### config.mk
export PLATFORM = sky130hd
export DESIGN_NAME = axi_console_sink
export DESIGN_NICKNAME = d
export VERILOG_FILES = /design/src/rtl/axi_console_sink.sv
export SDC_FILE = /design/constraint.sdc
export NUM_CORES = 1
export LEC_CHECK = 0
export CORE_ASPECT_RATIO = 1.25
export CORE_MARGIN = 1.5
export CORE_UTILIZATION = 53
export DETAILED_ROUTE_END_ITERATION = 12
export MAX_ROUTING_LAYER = met4
export PLACE_DENSITY_LB_ADDON = 0.1
export SYNTH_ARGS = -nofsm -noshare
export SYNTH_HDL_FRONTEND = slang
export SYNTH_SLANG_ARGS = --single-unit
### constraint.sdc
create_clock -name clk_i -period 4.55 [get_ports clk_i]
set_input_delay 0.91 -clock clk_i [delete_from_list [all_inputs] [get_ports clk_i]]
set_output_delay 0.91 -clock clk_i [all_outputs]
set_load 0.02 [all_outputs]
### src/rtl/axi_console_sink.sv
// Multi-channel AXI4 character sink: per-channel byte FIFOs fed from AW/W,
// ID-queued B responses, fill-level reads on AR/R and a round-robin drain.
module axi_console_sink #(
   parameter int NumChannels    = 4,
   parameter int ChannelStride  = 32'h100,
   parameter int FifoDepth      = 16,
   parameter int MaxOutstanding = 4,
   parameter int IdWidth        = 6,
   parameter int AddrWidth      = 32,
   parameter int DataWidth      = 32,
   localparam int ChanW         = (NumChannels > 1) ? $clog2(NumChannels) : 1
) (
   input  logic                   clk_i,
   input  logic                   rst_i,
   input  logic                   aw_valid_i,
   output logic                   aw_ready_o,
   input  logic [IdWidth-1:0]     aw_id_i,
   input  logic [AddrWidth-1:0]   aw_addr_i,
   input  logic [7:0]             aw_len_i,
   input  logic                   w_valid_i,
   output logic                   w_ready_o,
   input  logic [DataWidth-1:0]   w_data_i,
   input  logic [DataWidth/8-1:0] w_strb_i,
   input  logic                   w_last_i,
   output logic                   b_valid_o,
   input  logic                   b_ready_i,
   output logic [IdWidth-1:0]     b_id_o,
   output logic [1:0]             b_resp_o,
   input  logic                   ar_valid_i,
   output logic                   ar_ready_o,
   input  logic [IdWidth-1:0]     ar_id_i,
   input  logic [AddrWidth-1:0]   ar_addr_i,
   output logic                   r_valid_o,
   input  logic                   r_ready_i,
   output logic [IdWidth-1:0]     r_id_o,
   output logic [DataWidth-1:0]   r_data_o,
   output logic [1:0]             r_resp_o,
   output logic                   r_last_o,
   output logic                   out_valid_o,
   input  logic                   out_ready_i,
   output logic [7:0]             out_data_o,
   output logic [ChanW-1:0]       out_chan_o
);
   // state  | meaning
   // S_IDLE | waiting for AW; accepted only while the B queue has room
   // S_DATA | serialising strobed bytes of W beats into the latched channel

   localparam int StrbW    = DataWidth / 8;
   localparam int PtrW     = $clog2(FifoDepth);
   localparam int CntW     = PtrW + 1;
   localparam int StrideSh = $clog2(ChannelStride);
   localparam int BqPtrW   = (MaxOutstanding > 1) ? $clog2(MaxOutstanding) : 1;
   localparam int BqCntW   = $clog2(MaxOutstanding + 1);

   typedef enum logic {S_IDLE, S_DATA} state_t;

   function automatic logic [ChanW-1:0] chan_of(input logic [AddrWidth-1:0] addr);
      logic [AddrWidth-1:0] sh;
      sh = addr >> StrideSh;
      return sh[ChanW-1:0] & ChanW'(NumChannels - 1);
   endfunction

   logic [7:0]             fifo_mem [NumChannels][FifoDepth];
   logic [PtrW-1:0]        fifo_wr  [NumChannels];
   logic [PtrW-1:0]        fifo_rd  [NumChannels];
   logic [CntW-1:0]        fifo_cnt [NumChannels];
   logic [NumChannels-1:0] fifo_nonempty, push_vec, pop_vec;

   state_t               state_q, state_d;
   logic [IdWidth-1:0]   wid_q;
   logic [ChanW-1:0]     wchan_q;
   logic [StrbW-1:0]     done_q, done_d, remaining, lowest;
   logic [7:0]           push_byte;
   logic                 push_en, chan_full, aw_fire;

   logic [IdWidth-1:0]   bq_mem [MaxOutstanding];
   logic [BqPtrW-1:0]    bq_wr, bq_rd;
   logic [BqCntW-1:0]    bq_cnt;
   logic                 bq_full, bq_push, bq_pop;

   logic [ChanW-1:0]     rr_ptr, grant, lock_chan, idx;
   logic                 locked, found, out_pop;
   logic                 unused_ok;

   assign unused_ok = ^{aw_len_i, aw_addr_i, ar_addr_i};

   // done_q marks lanes of the current beat already pushed; lowest is the next lane
   always_comb begin
      remaining = w_strb_i & ~done_q;
      lowest    = remaining & (~remaining + StrbW'(1));
      push_byte = '0;
      for (int i = StrbW - 1; i >= 0; i--) begin
         if (remaining[i]) push_byte = w_data_i[8*i +: 8];
      end
      chan_full = (fifo_cnt[wchan_q] == CntW'(FifoDepth));
   end

   always_comb begin
      state_d    = state_q;
      done_d     = done_q;
      aw_ready_o = 1'b0;
      w_ready_o  = 1'b0;
      push_en    = 1'b0;
      bq_push    = 1'b0;
      case (state_q)
         S_IDLE: begin
            aw_ready_o = !bq_full;
            if (aw_valid_i && !bq_full) state_d = S_DATA;
         end
         S_DATA: begin
            if (w_valid_i) begin
               if (remaining == '0) begin
                  w_ready_o = 1'b1;
               end else if (!chan_full) begin
                  push_en   = 1'b1;
                  done_d    = done_q | lowest;
                  w_ready_o = (remaining == lowest);
               end
               if (w_ready_o) begin
                  done_d = '0;
                  if (w_last_i) begin
                     bq_push = 1'b1;
                     state_d = S_IDLE;
                  end
               end
            end
         end
         default: state_d = S_IDLE;
      endcase
   end

   assign aw_fire = (state_q == S_IDLE) && aw_valid_i && !bq_full;

   always_ff @(posedge clk_i) begin
      if (rst_i) begin
         state_q <= S_IDLE;
         done_q  <= '0;
         wid_q   <= '0;
         wchan_q <= '0;
      end else begin
         state_q <= state_d;
         done_q  <= done_d;
         if (aw_fire) begin
            wid_q   <= aw_id_i;
            wchan_q <= chan_of(aw_addr_i);
         end
      end
   end

   assign bq_full   = (bq_cnt == BqCntW'(MaxOutstanding));
   assign b_valid_o = (bq_cnt != '0);
   assign bq_pop    = b_valid_o && b_ready_i;
   assign b_id_o    = b_valid_o ? bq_mem[bq_rd] : '0;
   assign b_resp_o  = 2'b00;

   always_ff @(posedge clk_i) begin
      if (rst_i) begin
         bq_wr  <= '0;
         bq_rd  <= '0;
         bq_cnt <= '0;
      end else begin
         if (bq_push) bq_wr <= (bq_wr == BqPtrW'(MaxOutstanding - 1)) ? '0 : bq_wr + BqPtrW'(1);
         if (bq_pop)  bq_rd <= (bq_rd == BqPtrW'(MaxOutstanding - 1)) ? '0 : bq_rd + BqPtrW'(1);
         bq_cnt <= bq_cnt + BqCntW'(bq_push) - BqCntW'(bq_pop);
      end
   end

   always_ff @(posedge clk_i) begin
      if (bq_push) bq_mem[bq_wr] <= wid_q;
   end

   // Grant is frozen while a byte is offered but not taken
   always_comb begin
      grant = rr_ptr;
      found = 1'b0;
      idx   = '0;
      for (int i = 0; i < NumChannels; i++) begin
         idx = ChanW'((int'(rr_ptr) + i) % NumChannels);
         if (!found && fifo_nonempty[idx]) begin
            grant = idx;
            found = 1'b1;
         end
      end
      if (locked) grant = lock_chan;
   end

   assign out_valid_o = |fifo_nonempty;
   assign out_pop     = out_valid_o && out_ready_i;
   assign out_data_o  = out_valid_o ? fifo_mem[grant][fifo_rd[grant]] : '0;
   assign out_chan_o  = out_valid_o ? grant : '0;

   always_ff @(posedge clk_i) begin
      if (rst_i) begin
         rr_ptr    <= '0;
         locked    <= 1'b0;
         lock_chan <= '0;
      end else begin
         locked    <= out_valid_o && !out_ready_i;
         lock_chan <= grant;
         if (out_pop) rr_ptr <= ChanW'((int'(grant) + 1) % NumChannels);
      end
   end

   always_comb begin
      for (int c = 0; c < NumChannels; c++) begin
         fifo_nonempty[c] = (fifo_cnt[c] != '0);
         push_vec[c]      = push_en && (wchan_q == ChanW'(c));
         pop_vec[c]       = out_pop && (grant == ChanW'(c));
      end
   end

   always_ff @(posedge clk_i) begin
      if (rst_i) begin
         for (int c = 0; c < NumChannels; c++) begin
            fifo_wr[c]  <= '0;
            fifo_rd[c]  <= '0;
            fifo_cnt[c] <= '0;
         end
      end else begin
         for (int c = 0; c < NumChannels; c++) begin
            if (push_vec[c]) fifo_wr[c] <= fifo_wr[c] + PtrW'(1);
            if (pop_vec[c])  fifo_rd[c] <= fifo_rd[c] + PtrW'(1);
            fifo_cnt[c] <= fifo_cnt[c] + CntW'(push_vec[c]) - CntW'(pop_vec[c]);
         end
      end
   end

   always_ff @(posedge clk_i) begin
      for (int c = 0; c < NumChannels; c++) begin
         if (push_vec[c]) fifo_mem[c][fifo_wr[c]] <= push_byte;
      end
   end

   assign ar_ready_o = !r_valid_o;
   assign r_resp_o   = 2'b00;
   assign r_last_o   = 1'b1;

   always_ff @(posedge clk_i) begin
      if (rst_i) begin
         r_valid_o <= 1'b0;
         r_id_o    <= '0;
         r_data_o  <= '0;
      end else if (ar_valid_i && ar_ready_o) begin
         r_valid_o <= 1'b1;
         r_id_o    <= ar_id_i;
         r_data_o  <= DataWidth'(fifo_cnt[chan_of(ar_addr_i)]);
      end else if (r_valid_o && r_ready_i) begin
         r_valid_o <= 1'b0;
      end
   end

endmodule
==> results of run 1 <==
[per-stage QoR]
stage | worst slack (ns) | instances | utilization | setup TNS, ns | hold slack (ns)
floorplan | 0.231 | 2128 | - | 0 | 0.437
global route | -0.994 | 3091 | 0.661 | -7.31 | 0.495
detailed placement | -1.32 | 2937 | 0.595 | -6.83 | 0.453
CTS | -0.876 | 3082 | 0.653 | -6.59 | 0.463
finish | -0.926 | 3091 | 0.661 | -6.64 | 0.462
global placement | -1.31 | 2937 | 0.595 | -6.74 | 0.446
[worst reg2reg max path, cell delays in order, from the launching register on]
cell       delay, ns
dfxtp_2         0.32
inv_2           0.07
ha_4            0.13
or4b_4          0.46
mux2_4          0.32
a2111oi_4       0.35
buf_4           0.19
buf_4           0.11
nor2_4          0.06
buf_4           0.15
nor2_1          0.13
nand2_1         0.21
or2_2           0.38
nand2_1         0.08
ha_1            0.17
inv_1           0.06
fa_1            0.39
inv_1           0.07
a21oi_1         0.06
nor2_1          0.13
or3_1           0.13
a21oi_1         0.06
[sequential cells by signal, summed over array words and instances (netlist names), 4 cells and up, named ones only]
| name | flops |
|---|---|
| wid_q | 6 |
| r_id_o | 6 |
| fifo_rd | 16 |
| fifo_wr | 16 |
| bq_mem | 24 |
| fifo_cnt | 20 |
| r_data_o | 5 |
| fifo_mem | 512 |
| done_q | 4 |
[synth_stat cells, drive strengths merged (11+ instances only)]
master / number / area, µm²
a2111oi: 12 / 133
a211oi: 171 / 1300
a21oi: 36 / 180
a221o: 29 / 290
a31oi: 36 / 225
and2: 27 / 169
and3: 110 / 688
buf: 82 / 526
clkbuf: 88 / 330
dfxtp: 61 / 1220
edfxtp: 568 / 17100
ha: 48 / 601
inv: 62 / 233
mux2i: 67 / 671
mux4: 11 / 248
nand2: 226 / 851
nand2b: 13 / 81.3
nand3: 60 / 300
nor2: 124 / 473
nor2b: 39 / 244
nor3: 33 / 165
o21ai: 11 / 58.8
or4: 21 / 158
xnor2: 14 / 123
xor2: 16 / 140
[how the worst max path moves through the flow]
| stage | depth (start not counted) | end | slack (ns) |
|---|---|---|---|
| floorplan | 12 | out_data_o[6] | 0.23 |
| global placement | 15 | out_data_o[3] | -1.31 |
| detailed placement | 15 | out_data_o[3] | -1.32 |
| CTS | 16 | out_data_o[3] | -0.88 |
| global route | 15 | out_data_o[7] | -0.99 |
| finish | 15 | out_data_o[3] | -0.93 |
[per-layer routing]
layer / vias up / part of all wire
met3: 146 / 0.056
met2: 619 / 0.51
met5: - / 0
li1: 8471 / -
met4: 0 / 0.037
met1: 9171 / 0.40
[final cells by class]
type                       instances  area [µm²]
clock buffer                      73        1580
clock inverter                    37         333
multi-input combinational       1268        9290
fill                            3777       17500
tap                              665         832
sequential                       629       18300
inverter                          62         233
timing repair buffer             357        3500
[cells by family after synthesis]
family          Yosys count  synth area share
fa+ha+maj                54            0.0257
mux                      88            0.0373
compound gates          369             0.102
flops                   629             0.662
simple gates            694             0.124
xor+xnor                 30           0.00951
buf+inv                 232            0.0394
other cells               2          0.000272
[timing repair]
item,CTS,global route
pin swaps,39,39
gates cloned,8,3
hold buffers,0,0
endpoints found under the setup margin,8,8
gates resized for setup,177,50
setup buffers,29,8
==> summary.txt, run 1 <==
outcome = complete, but fails checks
failing checks = negative setup slack
Sink Count = 629
Die H = 258 µm
Post-synth top flop = edfxtp_1
most common cell after layout, fill and taps aside = edfxtp_1
first-pass GRT wire length = 110 mm
Crit path required time = 3.64 ns
Die Area = 53500 µm²
post-route ant nets = 0
Cell Area, Synth = 27600 µm²
Slew HR = 0.334
Area Growth Syn to Fin = 23.2%
fin crit share = 1.20
Syn. warnings = 0
Die Width = 207 µm
Final Instance Area = 34100 µm²
worst-skew pair later-pin latency = 0.63 ns
vias in the first global route = 18800
met3 Track Usage GR = 0.0354
vias = 18400
Worst R2R End = fifo_cnt[0][4]$_SDFF_PP0_
critical path launch point type = flop
Crit. End Element = output port
Final Wtd Congestion = 0.909
flops & latches, synth = 629
layout cells sized above 1 = 0.218
ANT cells = 0
Starting Density = 0.536
Fin. Hold Viols = 0
Min-Delay Endpoint = r_id_o[0]$_SDFFE_PP0P_
met2 GRT Util = 0.484
Top delay family on crit path = compound AO/OA/AOI/OAI gates
cell count after synthesis = 2098
DR WL/cell = 23.7 µm
CP bufs+invs = 5
gr usage total = 0.281
port bufs = 93
CP max-delay cell = a2111o_2
crit path DAT = 4.57 ns
Cell Chain, Critical Path = inv_2, ha_4, or4b_4, mux2_4, a2111o_2, buf_12, buf_6, and3_1, a211oi_2, a221o_1, a211oi_2, a2111oi_4, buf_4, o211ai_1, buf_4
Reg2Reg Setup Slack = 0.40 ns
Hold Path Class = reg2reg
detailed placement HPWL = 47.2 mm
core box area = 51500 µm²
nets = 2559
CP max FO = 22
H-Tree Level Count = 2
most frequent cells in the layout = edfxtp_1 (568), nand2_1 (223), buf_4 (217)
Setup Skew = 0.0215 ns
most used routing layer = met2
WL final = 73.3 mm
TritonCTS clock tree = built
max_cap viols = 0
Worst Tran Pin Value = 0.999 ns
Final Worst Setup Slack = -0.926 ns
initial antenna violation count = 1
Worst R2R Path Depth = 21
Avg Inst Size Synth = 13.2 µm²
total gr overflow = 0
hold path start = r_id_o[0]$_SDFFE_PP0P_
FF-to-FF Start = fifo_cnt[2][3]$_SDFF_PP0_
Clock Path Buffers = 3
Reg clk slew, reported paths = 0.06 ns
Yosys cell types = 65
root buffer cell = clkbuf_16
Rows = 93
grt met1 use = 0.343
fmax = 183 MHz
EDFF count, synth = 568
unrepaired setup endpoints after global routing = true
sequential element share of the synthesized area = 0.662
I/O Pins = 194
Starting DRT DRC Count = 1508
vias per std cell = 5.96
Placed Instance Area = 30700 µm²
Async S/R FF share, synth = 0
largest net degree at the start of global routing = 67
critical path class = reg2out
Period minus WS final = 5.48 ns
TritonCTS Buffers = 59
Remaining DRCs = 0
fin. max-slew vios = 0
Pre-antenna DRT Iters = 7
Worst Setup SP = fifo_cnt[2][3]$_SDFF_PP0_
final setup fails = 8
CP max stage delay = 0.60 ns
Hold Path Depth = 2
Power of run 1 is left out: the tool's default activity adds up to more than one toggle a clock period on the data nets, which glitch-free logic cannot reach.
==> inputs of run 2 (changes only) <==
--- a/config.mk
+++ b/config.mk
@@ -5,12 +5,15 @@
 export SDC_FILE = /design/constraint.sdc
 export NUM_CORES = 1
 export LEC_CHECK = 0
+export CELL_PAD_IN_SITES_DETAIL_PLACEMENT = 1
+export CELL_PAD_IN_SITES_GLOBAL_PLACEMENT = 1
 export CORE_ASPECT_RATIO = 1.25
 export CORE_MARGIN = 1.5
-export CORE_UTILIZATION = 53
+export CORE_UTILIZATION = 49
 export DETAILED_ROUTE_END_ITERATION = 12
 export MAX_ROUTING_LAYER = met4
 export PLACE_DENSITY_LB_ADDON = 0.1
+export SKIP_LAST_GASP = 1
 export SYNTH_ARGS = -nofsm -noshare
 export SYNTH_HDL_FRONTEND = slang
 export SYNTH_SLANG_ARGS = --single-unit
==> summary.txt, run 2 (synthesized netlist as in run 1, its figures left out) <==
Fin. Hold Viols = 0
TritonCTS clock tree = built
Starting Density = 0.495
Worst path most repeated cell = buf_4
max_cap viols = 0
total gr overflow = 0
CP max FO = 16
root buffer cell = clkbuf_16
Starting DRT DRC Count = 1315
Setup Skew = 0.0234 ns
detailed placement HPWL = 53.4 mm
Die Width = 215 µm
Worst Tran Pin Value = 0.986 ns
Top delay family on crit path = compound AO/OA/AOI/OAI gates
cts-stage hold buffer count = 0
Pre-antenna DRT Iters = 7
nets = 2533
Final Wtd Congestion = 0.925
crit path DAT = 4.75 ns
layout cells sized above 1 = 0.213
vias = 18700
H-Tree Level Count = 2
core box area = 55800 µm²
post-route ant nets = 0
vias per std cell = 5.94
Remaining DRCs = 0
fmax = 177 MHz
Final Worst Setup Slack = -1.11 ns
Cell Chain, Critical Path = inv_2, ha_4, or4b_4, mux2_4, a2111o_2, buf_12, buf_16, buf_4, and3_1, a211oi_2, a221o_1, a211oi_2, a2111oi_4, buf_4, o211ai_1, buf_4
largest net degree at the start of global routing = 65
Rows = 97
Hold Path Class = reg2reg
Period minus WS final = 5.66 ns
initial antenna violation count = 0
most frequent cells in the layout = edfxtp_1 (568), nand2_1 (222), buf_4 (198)
vias in the first global route = 19900
critical path launch point type = flop
CP max stage delay = 0.50 ns
TritonCTS Buffers = 60
I/O Pins = 194
critical path class = reg2out
port bufs = 93
outcome = complete, but fails checks
Crit. End Element = output port
worst-skew pair later-pin latency = 0.64 ns
Die H = 268 µm
Min Hold Slack = 0.460 ns
fin crit share = 1.24
unrepaired setup endpoints after global routing = true
gr usage total = 0.287
Sink Count = 629
fin util = 0.608
most common cell after layout, fill and taps aside = edfxtp_1
CP max-delay cell = a2111o_2
WL final = 81.1 mm
CP bufs+invs = 6
Die Area = 57800 µm²
first-pass GRT wire length = 121 mm
failing checks = negative setup slack
final setup fails = 8
Area Growth Syn to Fin = 22.8%
ANT cells = 0
DR WL/cell = 25.8 µm
Slew HR = 0.343
Crit path required time = 3.64 ns
Clock Path Buffers = 3
fin. max-slew vios = 0
max reg flops = 512
Reg clk slew, reported paths = 0.06 ns
## run 2: cell types whose count changed in the layout (fill, tap and decap cells not counted), sizes merged
cell,change
buf,-23
clkbuf,-10
bufinv,+7
clkinvlp,+7
clkinv,-3
a2111o,-1
bufbuf,-1
clkdlybuf4s50,-1
dlymetal6s2s,+1
inv,+1
## run 2: through the flow
stage / setup TNS [ns] / instances / setup slack (ns) / cell area [µm²]
floorplan: 0 / 2128 / 0.231 / 27700
global placement: -5.94 / 3014 / -0.814 / 30900
detailed placement: -6.69 / 3014 / -0.918 / 30900
CTS: -7.22 / 3139 / -0.957 / 33500
global route: -8.68 / 3145 / -1.19 / 33900
finish: -7.76 / 3145 / -1.11 / 33900
## run 2: final timing paths
kind / from / endpoint / slack, ns / cells after the start
min reg2reg: r_id_o[0]$_SDFFE_PP0P_ / r_id_o[0]$_SDFFE_PP0P_ / 0.46 / 2
max reg2reg: fifo_cnt[2][3]$_SDFF_PP0_ / fifo_cnt[0][4]$_SDFF_PP0_ / 0.33 / 22
min: r_id_o[0]$_SDFFE_PP0P_ / r_id_o[0]$_SDFFE_PP0P_ / 0.46 / 2
max: fifo_cnt[2][3]$_SDFF_PP0_ / out_data_o[4] / -1.11 / 16
## run 2: timing repair
action,CTS,global route
endpoints found under the setup margin,9,11
setup buffers,9,7
cloned,2,1
pin swaps,21,18
gates resized for setup,121,57
## run 2: layout make-up
class / instances / area [µm²]
Inverter: 62 / 233
Multi-Input combinational cell: 1267 / 9090
Tap cell: 742 / 928
Sequential cell: 629 / 18300
Clock inverter: 49 / 607
Clock buffer: 65 / 1550
Fill cell: 5358 / 21900
Timing Repair Buffer: 331 / 3240
## run 2: layer usage
metal / GRT usage / vias up / part of all wire
li1: - / 8420 / -
met1: 0.327 / 9553 / 0.38
met2: 0.504 / 535 / 0.52
met3: 0.0505 / 166 / 0.052
met4: 0.113 / 0 / 0.041
met5: - / - / 0
## run 2: worst reg2reg max path, cell delays in order (launching register included)
cell	delay, ns
dfxtp_2	0.32
inv_2	0.08
ha_4	0.13
or4b_4	0.46
mux2_4	0.29
buf_4	0.14
a2111oi_4	0.27
buf_4	0.20
buf_4	0.13
nor2_4	0.08
buf_4	0.18
nor2_1	0.16
nand2_2	0.16
or2_2	0.35
nand2_1	0.08
ha_1	0.19
inv_1	0.07
fa_1	0.40
inv_1	0.07
a21oi_1	0.05
nor2_1	0.12
or3_1	0.12
a21oi_1	0.05
Power of run 2 is left out for the same reason.
